--- config.mk ---
export PLATFORM = sky130hd
export DESIGN_NAME = spi_rx_sync_fifo
export DESIGN_NICKNAME = d
export VERILOG_FILES = /design/src/rtl/spi_rx_sync_fifo.sv
export SDC_FILE = /design/constraint.sdc
export NUM_CORES = 1
export LEC_CHECK = 0
export ABC_AREA = 1
export BUFFER_PORTS_ARGS = -buffer_cell sky130_fd_sc_hd__buf_2
export CAP_MARGIN = 30
export CORE_ASPECT_RATIO = 0.6
export CORE_MARGIN = 1
export CORE_UTILIZATION = 55
export DETAILED_ROUTE_END_ITERATION = 10
export PLACE_DENSITY = 0.76
export SETUP_SLACK_MARGIN = 0.1
export SLEW_MARGIN = 0
export SYNTH_ARGS = -nofsm -noshare
export SYNTH_HDL_FRONTEND = slang
export SYNTH_SLANG_ARGS = --single-unit
export TNS_END_PERCENT = 1
--- constraint.sdc ---
create_clock -name clk -period 4.05 [get_ports clk]
set_input_delay 0.6075 -clock clk [delete_from_list [all_inputs] [get_ports clk]]
set_output_delay 0.6075 -clock clk [all_outputs]
set_load 0.1 [all_outputs]
--- src/rtl/spi_rx_sync_fifo.sv ---
// Brings SPI receive bytes from the sclk domain into clk through synchronised strobes
// and a small first-word-fall-through FIFO. Also tracks the byte count per frame and a sticky overflow flag.
module spi_rx_sync_fifo #(
    parameter int WIDTH       = 8,
    parameter int DEPTH       = 4,
    parameter int SYNC_STAGES = 2
) (
    input  logic                     clk,
    input  logic                     rst_n,
    input  logic [WIDTH-1:0]         rx_byte,
    input  logic                     rx_ready,
    input  logic                     cs,
    output logic [WIDTH-1:0]         out_data,
    output logic                     out_valid,
    input  logic                     out_ready,
    output logic [$clog2(DEPTH):0]   fifo_count,
    output logic                     overflow,
    input  logic                     overflow_clr,
    output logic [7:0]               frame_len,
    output logic                     frame_done
);

    localparam int AW = $clog2(DEPTH);
    localparam int CW = AW + 1;
    localparam logic [CW-1:0] FULL_CNT = CW'(DEPTH);

    // Synchronisers and edge detection
    logic [SYNC_STAGES-1:0] r_rdy_sync;
    logic [SYNC_STAGES-1:0] r_cs_sync;
    logic                   r_rdy_d;
    logic                   r_cs_d;
    logic                   w_rdy_s;
    logic                   w_cs_s;
    logic                   w_push;
    logic                   w_cs_rise;
    logic                   w_cs_fall;

    always_ff @(posedge clk or negedge rst_n) begin
        if (!rst_n) begin
            r_rdy_sync <= '0;
            r_cs_sync  <= '1;
            r_rdy_d    <= 1'b0;
            r_cs_d     <= 1'b1;
        end else begin
            r_rdy_sync <= {r_rdy_sync[SYNC_STAGES-2:0], rx_ready};
            r_cs_sync  <= {r_cs_sync[SYNC_STAGES-2:0], cs};
            r_rdy_d    <= r_rdy_sync[SYNC_STAGES-1];
            r_cs_d     <= r_cs_sync[SYNC_STAGES-1];
        end
    end

    assign w_rdy_s   = r_rdy_sync[SYNC_STAGES-1];
    assign w_cs_s    = r_cs_sync[SYNC_STAGES-1];
    assign w_push    = w_rdy_s & ~r_rdy_d;
    assign w_cs_rise = w_cs_s & ~r_cs_d;
    assign w_cs_fall = ~w_cs_s & r_cs_d;

    // FIFO storage and control
    logic [WIDTH-1:0] r_mem [DEPTH];
    logic [AW-1:0]    r_wr_ptr;
    logic [AW-1:0]    r_rd_ptr;
    logic [CW-1:0]    r_count;
    logic [WIDTH-1:0] r_out_data;
    logic             r_out_valid;
    logic             r_overflow;

    logic             w_full;
    logic             w_pop;
    logic             w_accept;
    logic             w_drop;
    logic [AW-1:0]    w_rd_ptr_next;
    logic [CW-1:0]    w_count_after_pop;
    logic [CW-1:0]    w_count_next;
    logic [WIDTH-1:0] w_head_next;

    assign w_full            = (r_count == FULL_CNT);
    assign w_pop             = r_out_valid & out_ready;
    assign w_accept          = w_push & (~w_full | w_pop);
    assign w_drop            = w_push & w_full & ~w_pop;
    assign w_rd_ptr_next     = w_pop ? r_rd_ptr + 1'b1 : r_rd_ptr;
    assign w_count_after_pop = w_pop ? r_count - 1'b1 : r_count;
    assign w_count_next      = w_accept ? w_count_after_pop + 1'b1 : w_count_after_pop;

    // The head is registered so out_data keeps the last byte after the FIFO drains;
    // a byte landing in an otherwise empty FIFO bypasses the array.
    always_comb begin
        w_head_next = r_out_data;
        if (w_count_next != '0) begin
            if (w_accept && (w_count_after_pop == '0)) begin
                w_head_next = rx_byte;
            end else begin
                w_head_next = r_mem[w_rd_ptr_next];
            end
        end
    end

    always_ff @(posedge clk) begin
        if (w_accept) begin
            r_mem[r_wr_ptr] <= rx_byte;
        end
    end

    always_ff @(posedge clk or negedge rst_n) begin
        if (!rst_n) begin
            r_wr_ptr    <= '0;
            r_rd_ptr    <= '0;
            r_count     <= '0;
            r_out_data  <= '0;
            r_out_valid <= 1'b0;
            r_overflow  <= 1'b0;
        end else begin
            if (w_accept) begin
                r_wr_ptr <= r_wr_ptr + 1'b1;
            end
            r_rd_ptr    <= w_rd_ptr_next;
            r_count     <= w_count_next;
            r_out_data  <= w_head_next;
            r_out_valid <= (w_count_next != '0);
            if (w_drop) begin
                r_overflow <= 1'b1;
            end else if (overflow_clr) begin
                r_overflow <= 1'b0;
            end
        end
    end

    // Frame byte counter; push events count whether accepted or dropped
    logic [7:0] r_byte_cnt;
    logic [7:0] r_frame_len;
    logic       r_frame_done;
    logic [7:0] w_cnt_inc;

    assign w_cnt_inc = (r_byte_cnt == 8'hFF) ? 8'hFF : r_byte_cnt + 8'd1;

    always_ff @(posedge clk or negedge rst_n) begin
        if (!rst_n) begin
            r_byte_cnt   <= 8'd0;
            r_frame_len  <= 8'd0;
            r_frame_done <= 1'b0;
        end else begin
            if (w_cs_fall) begin
                r_byte_cnt <= w_push ? 8'd1 : 8'd0;
            end else if (w_push) begin
                r_byte_cnt <= w_cnt_inc;
            end
            r_frame_done <= w_cs_rise;
            if (w_cs_rise) begin
                r_frame_len <= w_push ? w_cnt_inc : r_byte_cnt;
            end
        end
    end

    assign out_data   = r_out_data;
    assign out_valid  = r_out_valid;
    assign fifo_count = r_count;
    assign overflow   = r_overflow;
    assign frame_len  = r_frame_len;
    assign frame_done = r_frame_done;

endmodule

# == After elaboration in Yosys (flattened, before gate mapping) ==
# Memories as Yosys holds them, arrays and structs flattened.
# Index checks and enable logic that the tools add are counted.
# classes
addsub,5
n_eq_ne,2
n_mux,12
bitwise_logic,13
n_reduce_logical,4
# ops
op,n
$mux W8,4
$add A8 B1 Y8 const B,1
$eq A8 B8 Y1 const B,1
$and A1 B1 Y1,7
$mux W3,2
$mux W1,5
$not A1 Y1,5
$add A2 B1 Y2 const B,2
$add A3 B1 Y3 const B,1
$eq A3 B3 Y1 const B,1
$logic_not A3 Y1,1
$reduce_bool A3 Y1,1
$sub A3 B1 Y3 const B,1
$mux W2,1
$reduce_bool A2 Y1,1
$logic_and A1 B1 Y1,1
$or A1 B1 Y1,1
# totals
regBits,40
ram_bits,32
input_bits,14
output_inout_bits,22
word_cells,50
n_memories,1
# mem_list
memory,depth,word_bits,rd,rd_ports_with_merged_regs,wr,line,text
r_mem,4,8,1,0,1,59,logic [WIDTH-1:0] r_mem [DEPTH];

# == Logic depth before layout (Yosys ltp) ==
# Gate-level depths: netlist of run 1.
# logic_depth
depth_word,6
mapped_depth,12

# == Worst setup path before layout of run 1 ==
# OpenSTA, ideal clock, no wires.
# synth_timing
path_kind,register to register
startpoint,"register r_count[0], in the netlist fifo_count[0]"
endpoint,"memory r_mem[0][0], enable pin"
setup_time_ps,371
arrival_ps,2211
slack_ps,1469
stages_incl_launch_ff,7
n_path_buf,0
synth_period_minus_slack_ps,2581
cell_sequence,dfrtp_1 -> inv_1 -> ha_1 -> ha_1 -> nand2_8 -> nand2_8 -> nor2_1
# synth_between
elab_chain_cells,6
# synth_rtl
item,line,text
from (decl),62,logic [CW-1:0] r_count;
from (signal assigned),116,r_count <= w_count_next;
$eq A3 B3 Y1,76,assign w_full = (r_count == FULL_CNT);
$not A1 Y1,78,assign w_accept = w_push & (~w_full | w_pop);
$or A1 B1 Y1,78,
$and A1 B1 Y1,78,
$mux W1,98,if (w_accept) begin
$mux W1 (not written as such),99,r_mem[r_wr_ptr] <= rx_byte;
to (decl),59,
# No other way between the ends.

# == Worst setup path in the final report of run 1 ==
# layout_timing
startpoint,"register r_out_valid, in the netlist out_valid"
endpoint,output out_valid
# layout_lines
item,line,text
from (decl),64,logic r_out_valid;
from (signal assigned),118,r_out_valid <= (w_count_next != '0);
to (decl),14,"output logic out_valid,"
# No word-level cell between the ends.

==> results of run 1 <==
==> layout make-up <==
type	instances	share of cell area, %
clock buffer	15	4.07
clock inverter	1	0.130
inverter	43	4.20
multi-input combinational	215	33.3
sequential	72	51.2
tap	80	2.61
timing repair buffer	35	4.56
==> report_power, final <==
group | internal, mW | leakage (nW) | switching, mW
registers | 0.905 | 0.781 | 0.0903
logic | 0.313 | 0.949 | 1.15
clock network | 0.240 | 0.0817 | 0.242
total | 1.46 | 1.81 | 1.48
==> registers in the layout (all words and copies together) (netlist names) <==
| signal | cells |
|---|---|
| r_rdy_sync | 2 |
| frame_len | 8 |
| r_cs_sync | 2 |
| r_wr_ptr | 2 |
| fifo_count | 3 |
| r_mem | 32 |
| r_rd_ptr | 2 |
| r_byte_cnt | 8 |
| r_cs_d | 1 |
| overflow | 1 |
| r_rdy_d | 1 |
| out_valid | 1 |
| frame_done | 1 |
| out_data | 8 |
==> synth_stat cells, types with 2 or more instances <==
| cell type | count | area share [%] |
|---|---|---|
| nand3_4 | 3 | 1.5 |
| buf_2 | 3 | 0.43 |
| nor2_1 | 18 | 2.0 |
| xor2_1 | 3 | 0.76 |
| nand3b_1 | 17 | 3.7 |
| buf_6 | 3 | 0.98 |
| nor2_8 | 2 | 1.2 |
| inv_2 | 2 | 0.22 |
| nand2_2 | 8 | 1.4 |
| dfstp_2 | 3 | 2.3 |
| o21ai_0 | 5 | 0.72 |
| nor2_4 | 3 | 0.98 |
| nand2_4 | 4 | 1.3 |
| ha_1 | 7 | 2.5 |
| nand2_1 | 79 | 8.6 |
| nand2_8 | 3 | 1.7 |
| nand3_1 | 41 | 5.9 |
| inv_1 | 41 | 4.5 |
| a21oi_1 | 4 | 0.58 |
| dfrtp_1 | 37 | 27 |
| edfxtp_1 | 32 | 28 |
| a31oi_1 | 6 | 1.1 |
| nand4_1 | 2 | 0.36 |
| a21o_1 | 2 | 0.43 |
==> cell families after synthesis <==
group	count (synthesis)	synth area share (%)
simple gates	182	29.1
flops	72	56.9
buf+inv	50	6.19
compound gates	21	3.98
fa+ha+maj	7	2.53
xor+xnor	4	1.01
mux	1	0.290
==> layout by cell type (no fill, tap or decap), types with 2 or more instances in the layout <==
cell,Yosys,routed
dfrtp_1,37,37
nor2_1,18,18
nand4_1,2,2
xor2_1,3,3
nand2_8,3,3
nor2_8,2,2
buf_2,3,35
inv_1,41,41
nor2_4,3,3
a21o_1,2,2
nand2_1,79,79
nand2_4,4,4
inv_2,2,2
nand3_1,41,41
a21oi_1,4,4
nand3b_1,17,17
nand3_4,3,3
nand2_2,8,8
clkbuf_8,0,10
a31oi_1,6,6
dfstp_2,3,3
edfxtp_1,32,32
ha_1,7,7
o21ai_0,5,5
clkbuf_1,1,5
==> worst min-delay path by stage <==
| stage | to | depth (start not counted) |
|---|---|---|
| floorplan | fifo_count[0]$_DFF_PN0_ | 0 |
| global placement | r_rdy_sync[1]$_DFF_PN0_ | 0 |
| detailed placement | r_rdy_sync[1]$_DFF_PN0_ | 0 |
| CTS | r_cs_sync[0]$_DFF_PN1_ | 1 |
| global route | r_cs_sync[0]$_DFF_PN1_ | 1 |
| finish | r_rdy_sync[1]$_DFF_PN0_ | 0 |
==> through the flow <==
stage / cell area (um^2) / hold WS [ns] / setup slack, ns
floorplan: 3460 / 0.312 / 1.47
global placement: 3680 / 0.336 / 2.04
detailed placement: 3680 / 0.337 / 1.99
CTS: 3840 / 0.345 / 1.94
global route: 3840 / 0.356 / 1.83
finish: 3840 / 0.349 / 1.95
==> worst reg2reg max path, delay by kind of cell, from the launching register on <==
kind | cells | cell delay, ns
adder cells (fa/ha/maj) | 2 | 0.48
AND/OR/NAND/NOR | 3 | 0.74
buffers and inverters | 1 | 0.09
flip-flops | 1 | 0.39
==> per-layer routing <==
layer / track usage, % / routed length (um) / vias up
met4: 7.86 / 68 / 0
met1: 35.8 / 3480 / 1205
met2: 32.7 / 2960 / 81
li1: - / - / 1183
met3: 6.21 / 588 / 12
met5: 0 / 0 / -
==> metrics.yaml, run 1 <==
min_path_type: "register to register"
crit_fanout: 9
worstSetupPathType: "register to output port"
fmax_mhz: 477
die_h_um: 63.4
regToRegStartpoint: "fifo_count[0]$_DFF_PN0_"
regToRegEndpoint: "r_mem[0][6]$_DFFE_PP_"
grt_max_degree: 41
drtIter0Drc: 198
cts_root_buf: "clkbuf_8"
initial_core_util_pct: 59.5
grt_pass1_vias: 2238
cp_top_family: "flip-flops"
yosysSeqAreaShare_pct: 56.9
synthesis.nets: 358
power_mw: 2.94
tns_ns: 0
worst_setup_path_start_kind: "register"
grt_pass1_wl_um: 11600
ctsHoldBuffers: 0
min_from: "r_rdy_sync[0]$_DFF_PN0_"
finalWirelength_um: 7090
num_antenna_cells: 0
coreArea_um2: 5810
finalHoldViolations: 0
outcome: "complete, no violations"
die-area_um2: 6620
endpoint: "out_valid"
p_leak_nw: 1.81
cts-htree-levels: 3
ant_nets: 0
drv_cap: 0
clk_transition_reported_paths_ns: 0.07
n_fill_cell: 462
slowest_stage: "dfrtp_1"
synth_flop_cell: "dfrtp_1"
finalNonFillerCells: 461
layout-drive-gt1-share_pct: 20.7
drtPass1Iterations: 4
path_cells: "buf_2"
place.gp.congestion: 0.870
yosysWarnings: 0
ir_worst_vdd_v: 0.000632
cp.arrival_ns: 1.49
antenna_found_initial: 0
cts_tree: "yes"
die_w_um: 104
max_stage_delay_ns: 0.63
finalNetCount: 397
relSlewSlack_pct: 41.4
via_count: 2481
multi_input_area_um2: 1280
grt-ovfl-total: 0
reg2reg_slack_ns: 1.98
ios: 36
rows: 21
crit_path_start: "out_valid$_DFF_PN0_"
cts_buffers: 9
worst-r2r-cell-count: 6
clock_latency_ns: 0.34
wl_per_cell_um: 15.4
skew_ns: 0.00510
place_inst: 445
regArea_um2: 1970
drv_slew: 0
clock-sinks: 72
pwr_density_cell_nw_per_um2: 765
grt_setup_unrepaired: "false"
synth_edf_count: 32
ys_async_sr_fraction_pct: 55.6
required_ns: 3.44
setup_viol: 0
ys_ff_latch: 72
cts_resized: 0
grtUsageTotal_pct: 23.6
dpl.hpwl_um: 5130
worstMarginPinSlew_ns: 0.878
drc_errors: 0
area_delta_synth_final_pct: 11.1
io_buffers: 35
ys_types: 33
period_share_pct: 51.8
period_needed_ns: 2.10
synth.cell_area_um2: 3460
viasPerCell: 5.38
final_util_pct: 66.1
post-cts-setup-buffer-count: 0
worst-path-stages: 1
syn_area_per_cell_um2: 10.3
clockBufferDepth: 2
critPathCaptureType: "output port"
synth_cells: 337
cp.buffers_inverters: 1
(Power assumes the default switching activity.)
==> run 2, diff against run 1 <==
- CORE_UTILIZATION: 55 -> 53
- PLACE_DENSITY: 0.76 -> 0.77
- clock period: 4.05 -> 1.83 ns (I/O delays scaled with it)
==> run 2 against run 1 <==
Clock skew rose by 0.0031 ns. Clock power rose to 2.9 times the previous value. Combinational power rose to 2.8 times the previous value. Register-to-register slack got worse by 1.9 ns. Worst setup slack got worse by 1.9 ns. Power rose to 2.6 times the previous value. Critical path type is now register to register.
==> metrics.yaml, run 2 (same netlist as run 1, synthesis figures left out) <==
antenna_found_initial: 0
grt_pass1_wl_um: 11900
place_inst: 458
wl_per_cell_um: 16.3
cts_buffers: 9
whs_endpoint: "r_cs_sync[0]$_DFF_PN1_"
dpl.hpwl_um: 5070
worstSetupPathType: "register to register"
finalWirelength_um: 8040
clock_latency_ns: 0.36
worst-r2r-cell-count: 10
grt_pass1_vias: 2345
finalHoldViolations: 0
grt_setup_unrepaired: "true"
final_cell_mix: "72 x nand2_1, 36 x inv_1, 35 x nand3_1, 35 x buf_2, 33 x dfrtp_1"
coreArea_um2: 6190
place.gp.congestion: 0.846
placed_area_um2: 3830
cp.arrival_ns: 2.08
crit_path_start: "fifo_count[0]$_DFF_PN0_"
crit_fanout: 6
ant_nets: 0
drc_errors: 0
viasPerCell: 5.40
clock-sinks: 72
period_share_pct: 97.6
fmax_mhz: 560
area_delta_synth_final_pct: 25.5
min_path_cells: 1
layout-drive-gt1-share_pct: 33.9
top_register: "r_mem"
critPathCaptureType: "register"
drv_cap: 0
pwr_density_cell_nw_per_um2: 1790
min_path_type: "input port to register"
period_needed_ns: 1.79
outcome: "complete, no violations"
fin_area_um2: 4340
initial_core_util_pct: 55.8
grtUsageTotal_pct: 23.8
ios: 36
worstMarginPinSlew_ns: 0.522
die_w_um: 106
reg2reg_slack_ns: 0.04
drtIter0Drc: 160
drv_slew: 0
regToRegStartpoint: "fifo_count[0]$_DFF_PN0_"
finalNonFillerCells: 494
relSlewSlack_pct: 65.5
via_count: 2670
drtPass1Iterations: 5
required_ns: 2.12
finalNetCount: 426
grt-ovfl-total: 0
die_h_um: 64.6
regToRegEndpoint: "out_data[7]$_DFFE_PN0P_"
rows: 22
p_leak_nw: 2.00
clockBufferDepth: 2
setup_viol: 0
cts_root_buf: "clkbuf_8"
worst_setup_path_start_kind: "register"
ir_worst_vdd_v: 0.00117
die-area_um2: 6860
cts-htree-levels: 3
largest_reg_flops: 32
grt_max_degree: 41
num_antenna_cells: 0
io_buffers: 35
layout_commonest_cell: "nand2_1"
cts_tree: "yes"
skew_ns: 0.00822
min_from: "cs"
clk_transition_reported_paths_ns: 0.08
==> run 2: worst max-delay path by stage <==
stage                                          to  slack, ns  depth (start not counted)
after floorplan           out_data[0]$_DFFE_PN0P_      0.005                         11
final                     out_data[7]$_DFFE_PN0P_       0.04                         10
after detailed placement  out_data[3]$_DFFE_PN0P_       0.07                         11
after global routing      out_data[5]$_DFFE_PN0P_      -0.03                         10
after CTS                 out_data[6]$_DFFE_PN0P_       0.10                          9
after global placement    out_data[5]$_DFFE_PN0P_       0.11                         11
==> run 2: cell type report <==
cell class	count	area, um^2
Sequential cell	72	1980
Fill cell	447	1860
Multi-Input combinational cell	218	1450
Timing Repair Buffer	61	423
Inverter	43	166
Clock buffer	9	124
Tap cell	84	105
Clock inverter	7	93.8
==> run 2: what timing repair did <==
action,4_1_cts,5_1_grt
resized for setup,1,25
hold buffers,1,0
setup endpoints to repair,8,8
endpoints found under the hold margin,37,0
pin swaps,4,12
setup buffers,3,13
gates cloned,3,0
==> run 2: routing by layer <==
metal	part of all wire, %	GRT usage, %
met5	0	0
met2	44	31.7
met4	1.7	5.56
met3	7.5	7.75
met1	47	36.8
==> run 2: critical path, cell delays in order (launching register included) <==
cell and delay, ns:
dfrtp_4 0.43, inv_4 0.04, ha_4 0.15, ha_4 0.18, a21oi_4 0.23, nand3_4 0.17
nand2_4 0.16, nand2_8 0.09, nand3_4 0.13, nand2_2 0.06, nand2_1 0.08
==> run 2: where the power goes <==
part / leakage [nW] / switching [mW] / internal (mW)
sequential: 0.778 / 0.212 / 2.02
clock: 0.108 / 0.632 / 0.770
combinational: 1.11 / 2.99 / 1.16
==> run 2: stage by stage <==
stage	hold WS, ns	utilization, %	TNS [ns]	power (mW)	setup slack (ns)
finish	0.0129	70.0	0	7.77	0.0432
global route	0.00294	70.0	-0.0357	8.12	-0.0252
CTS	0.00983	66.3	0	7.14	0.102
detailed placement	0.336	61.8	0	5.62	0.0686
global placement	0.336	61.8	0	5.55	0.109
floorplan	-0.0211	-	0	4.93	0.00454
